===== config.mk =====
export PLATFORM = sky130hd
export DESIGN_NAME = mem_arbiter
export DESIGN_NICKNAME = d
export VERILOG_FILES = /design/src/rtl/mem_arbiter_pkg.sv /design/src/rtl/mem_arbiter.sv
export SDC_FILE = /design/constraint.sdc
export NUM_CORES = 1
export LEC_CHECK = 0
export CORE_AREA = 3 3 119 121
export CTS_BUF_LIST = sky130_fd_sc_hd__clkbuf_4 sky130_fd_sc_hd__clkbuf_8
export DETAILED_ROUTE_END_ITERATION = 8
export DIE_AREA = 0 0 122 124
export PLACE_DENSITY = 0.9
export SLEW_MARGIN = 20
export SYNTH_ARGS = -nofsm -noshare
export SYNTH_HDL_FRONTEND = slang
export SYNTH_SLANG_ARGS = --single-unit

===== constraint.sdc =====
create_clock -name clk -period 3.15 [get_ports clk]
set_input_delay 0.63 -clock clk [delete_from_list [all_inputs] [get_ports clk]]
set_output_delay 0.63 -clock clk [all_outputs]
set_load 0.02 [all_outputs]

===== src/rtl/mem_arbiter_pkg.sv =====
// Shared types for the imem/dmem memory-port arbiter.
package mem_arbiter_pkg;

  typedef enum logic [1:0] {IDLE, BUSY_I, BUSY_D} arb_state_type;

  typedef struct packed {
    logic        instr;
    logic [31:0] addr;
    logic [31:0] wdata;
    logic [3:0]  wstrb;
  } mem_req_type;

  typedef struct packed {
    logic        valid;
    mem_req_type req;
  } mem_in_type;

  typedef struct packed {
    logic [31:0] rdata;
    logic        ready;
  } mem_out_type;

  function automatic logic [3:0] sat_inc(input logic [3:0] v, input logic [3:0] lim);
    return (v >= lim) ? lim : v + 4'd1;
  endfunction

endpackage


===== src/rtl/mem_arbiter.sv =====
// Arbitrates one memory port between imem and dmem; dmem has priority, bounded
// by a burst counter so a pending imem request is granted after MAX_DBURST dmem grants.
module mem_arbiter
  import mem_arbiter_pkg::*;
#(
  parameter int unsigned MAX_DBURST = 4
) (
  input  logic        clk,
  input  logic        rst,
  input  logic        imem_valid,
  input  logic        imem_instr,
  input  logic [31:0] imem_addr,
  input  logic [31:0] imem_wdata,
  input  logic [3:0]  imem_wstrb,
  output logic [31:0] imem_rdata,
  output logic        imem_ready,
  input  logic        dmem_valid,
  input  logic        dmem_instr,
  input  logic [31:0] dmem_addr,
  input  logic [31:0] dmem_wdata,
  input  logic [3:0]  dmem_wstrb,
  output logic [31:0] dmem_rdata,
  output logic        dmem_ready,
  output logic        mem_valid,
  output logic        mem_instr,
  output logic [31:0] mem_addr,
  output logic [31:0] mem_wdata,
  output logic [3:0]  mem_wstrb,
  input  logic [31:0] mem_rdata,
  input  logic        mem_ready
);

  localparam logic [3:0] DLIM = 4'(MAX_DBURST);

  arb_state_type state, state_nxt;
  logic [3:0]    dcnt, dcnt_nxt;
  logic          grant;
  logic          grant_d;
  mem_req_type   sel;

  always_comb begin
    state_nxt  = state;
    dcnt_nxt   = dcnt;
    grant      = 1'b0;
    sel        = '0;
    imem_ready = 1'b0;
    imem_rdata = '0;
    dmem_ready = 1'b0;
    dmem_rdata = '0;
    grant_d    = dmem_valid & ~(imem_valid & (dcnt == DLIM));

    case (state)
      IDLE: begin
        if (grant_d) begin
          grant     = 1'b1;
          state_nxt = BUSY_D;
          sel       = '{instr: dmem_instr, addr: dmem_addr, wdata: dmem_wdata, wstrb: dmem_wstrb};
          dcnt_nxt  = imem_valid ? sat_inc(dcnt, DLIM) : '0;
        end else if (imem_valid) begin
          grant     = 1'b1;
          state_nxt = BUSY_I;
          sel       = '{instr: imem_instr, addr: imem_addr, wdata: imem_wdata, wstrb: imem_wstrb};
          dcnt_nxt  = '0;
        end
      end
      BUSY_I: begin
        imem_ready = mem_ready;
        imem_rdata = mem_rdata;
        if (mem_ready) state_nxt = IDLE;
      end
      BUSY_D: begin
        dmem_ready = mem_ready;
        dmem_rdata = mem_rdata;
        if (mem_ready) state_nxt = IDLE;
      end
      default: state_nxt = IDLE;
    endcase
  end

  // mem_valid tracks "busy next cycle", which also forces the IDLE bubble after each completion.
  always_ff @(posedge clk or negedge rst) begin
    if (!rst) begin
      state     <= IDLE;
      dcnt      <= '0;
      mem_valid <= 1'b0;
      mem_instr <= 1'b0;
      mem_addr  <= '0;
      mem_wdata <= '0;
      mem_wstrb <= '0;
    end else begin
      state     <= state_nxt;
      dcnt      <= dcnt_nxt;
      mem_valid <= (state_nxt != IDLE);
      if (grant) begin
        mem_instr <= sel.instr;
        mem_addr  <= sel.addr;
        mem_wdata <= sel.wdata;
        mem_wstrb <= sel.wstrb;
      end
    end
  end

endmodule


==> metrics.yaml <==
slowest_cell_delay_on_critical_path_ns: 0.61
setup_viol: 0
detail_route.drc_violations: 0
vias_in_the_first_global_route: 4975
worstSkewPairLatency_ns: 0.36
cts_hold_buf: 0
synth_compound_gate_area_share: 0.2932
boundaryPins: 311
timing_worst_setup_path_type: "flip-flop to output port"
final_clock_period_utilization_by_the_worst_path: 0.8721
leakage_uw: 0.003246
slew-limit-headroom: 0.3368
tritoncts.num_buffers: 9
max-vdd-ir-drop_mv: 0.4252
clkSinkCount: 76
post-route-cell-area_mm2: 0.008059
die_w_um: 122
num_rows: 42
post_route_cells_drive_above_1_share: 0.03488
synth_sequential_area_ratio: 0.4081
wl_um: 16990
grt_antenna_before_repair: 0
start_util: 0.3533
floorplan.core_area_mm2: 0.01319
peak_fanout_along_the_critical_path: 33
design.die.area_mm2: 0.01513
post_synth_fa_ha_maj_area_fraction: 0.01611
slew_viol_final: 0
syn2layout_area_growth_pct: 72.91
timing.critical_path.from_type: "flip-flop"
cts_htree_levels: 3
yosysUniqueCellTypes: 25
grtUsageTotal: 0.2134
main_combinational_cell_family_by_area_after_synthesis: "compound AO/OA/AOI/OAI gates"
family_of_cells_with_the_greatest_summed_delay_on_the_critical_path: "buffers and inverters"
cts_max_path_buffers: 2
power-per-cell-area_mw_per_mm2: 840.2
dp_hpwl_um: 12060
drt_first_pass_iters: 4
cap_violations: 0
post_synth_main_area_contributors: "dfrtp_1 41%, o22a_1 13%, nand2_1 11%"
run_status: "finished, final reports clean"
placement.io_buffers: 310
slowest_stage: "clkdlybuf4s50_1"
global_route.overflow_total: 0
layout.cells.most_common_list: "307 x clkdlybuf4s50_1, 141 x nand2_1, 76 x dfrtp_1"
crit_path_end_kind: "output port"
final.setup_skew_ns: 0.01491
maximum_number_of_pins_on_one_net_before_global_route_repair: 144
post_dp_cell_area_mm2: 0.007806
cts_repair_resize_count: 0
worst_ep_required_time_ns: 2.52
worstPathArrival_ns: 2.12
postRouteAntennaNets: 0
post_synth_mux_area_share: 0
setup_tns_ns: 0
cts_tree: "yes"
yosys_register_bits: 76
post_synthesis_xor_xnor_area_fraction: 0
report.final.hold_viol_count: 0
yosys_warnings: 0
num_vias: 5261
drt-vias-per-instance: 5.078
syn_nets: 767
max_freq_mhz: 364.0
finish.net_count: 1036
crit_path_cell_trace: "inv_1 > ha_1 > buf_4 > and2_1 > clkdlybuf4s50_1"
min-delay-path-class: "primary input to asynchronous set/reset pin"
postSynthCellCount: 586
max_slew.worst_pin.slew_ns: 0.9949
route.detailed.wl_per_inst_um: 16.40
clkTransAtPathRegs_ns: 0.09
synth.largest_area_cell: "dfrtp_1"
layout.cells.most_common: "clkdlybuf4s50_1"
gp_congestion: 0.7812
grt_pass1_wl_um: 25500
critPathBufInv: 3
detailedRoute.firstIterationViolations: 298
diodes: 0
yosys.area.top_type_share: 0.4081
die_y_um: 124
post_cts.repair.setup_buffers: 0
cts_root_buffer: "clkbuf_8"
post_synth_instance_area_mm2: 0.004661
final.min_clock_period_ns: 2.747
synth-simple-area-share: 0.2177
rsz0062_at_grt: "false"
avgSynthCellArea_um2: 7.953
[worst reg2reg max path: stages (launching register included)]
cell and delay (ns):
dfrtp_1 0.43, inv_1 0.10, ha_1 0.30, o21a_4 0.46, buf_12 0.34, o21ai_0 0.20, o22a_1 0.19
[sequential cells by signal (all words and copies together), names as in the netlist]
signal,count
dcnt,4
mem_addr,32
mem_instr,1
mem_valid,1
mem_wdata,32
mem_wstrb,4
state,2
[final cells by class]
cell class | instances | area, um^2
multi-input combinational | 443 | 2464
clock inverter | 5 | 107.6
timing repair buffer | 319 | 3198
tap | 176 | 220.2
inverter | 6 | 22.52
clock buffer | 11 | 145.1
fill | 1144 | 5131
sequential | 76 | 1902
[per-stage QoR]
step | setup slack [ns] | util | std cells | hold WS (ns) | power, uW
2_1_floorplan | 1.367 | - | 586 | 0.3344 | 3922
3_3_place_gp | 0.6037 | 0.5918 | 1020 | 0.4896 | 5787
3_5_place_dp | 0.6069 | 0.5918 | 1020 | 0.4961 | 5862
4_1_cts | 0.3543 | 0.6110 | 1036 | 0.4562 | 6838
5_1_grt | 0.2755 | 0.6110 | 1036 | 0.4689 | 7173
6_report | 0.4028 | 0.6110 | 1036 | 0.4080 | 6771
[worst paths after layout]
path	from	endpoint	slack (ns)	depth (start not counted)
worst max-delay path	state[0]	dmem_rdata[3]	0.40	5
worst min register to register	mem_wdata[10]	mem_wdata[10]	0.51	1
min in group clk	mem_wdata[10]	mem_wdata[10]	0.51	1
worst max register to register	state[0]	mem_addr[22]	1.02	6
max in group asynchronous	rst	mem_wdata[13]	2.07	1
worst min-delay path	rst	mem_addr[14]	0.41	1
[synthesized netlist by cell type]
| cell | number |
|---|---|
| nor2b_1 | 3 |
| o21ai_0 | 64 |
| ha_1 | 6 |
| o31ai_1 | 1 |
| nand4b_1 | 2 |
| dfrtp_1 | 76 |
| nand2_1 | 141 |
| nor3b_1 | 1 |
| o22ai_1 | 1 |
| o22a_1 | 69 |
| a21o_1 | 1 |
| inv_1 | 6 |
| clkbuf_1 | 34 |
| buf_2 | 18 |
| a21oi_1 | 71 |
| nand3_1 | 1 |
| and4b_1 | 1 |
| buf_4 | 2 |
| buf_6 | 2 |
| o21ai_1 | 10 |
| and2_1 | 67 |
| nor2_1 | 2 |
| o21a_2 | 1 |
| clkbuf_2 | 5 |
| a31oi_1 | 1 |
[routing by layer]
| metal | share of wire | global-route usage |
|---|---|---|
| met3 | 0.082 | 0.06040 |
| met1 | 0.37 | 0.2361 |
| met2 | 0.52 | 0.3888 |
| met5 | 0 | 0 |
| met4 | 0.022 | 0.08053 |
[cell families after synthesis]
logic type	Yosys count
AO/OA/AOI/OAI	219
adder cells (fa/ha/maj)	6
buffers and inverters	67
flip-flops	76
AND/OR/NAND/NOR	218
[power by group]
part	switching (uW)	internal (uW)	total (uW)
clock	392	562	953
combinational	2050	2020	4070
sequential	275	1470	1750
Note: power is estimated with default switching activity, not from simulation.
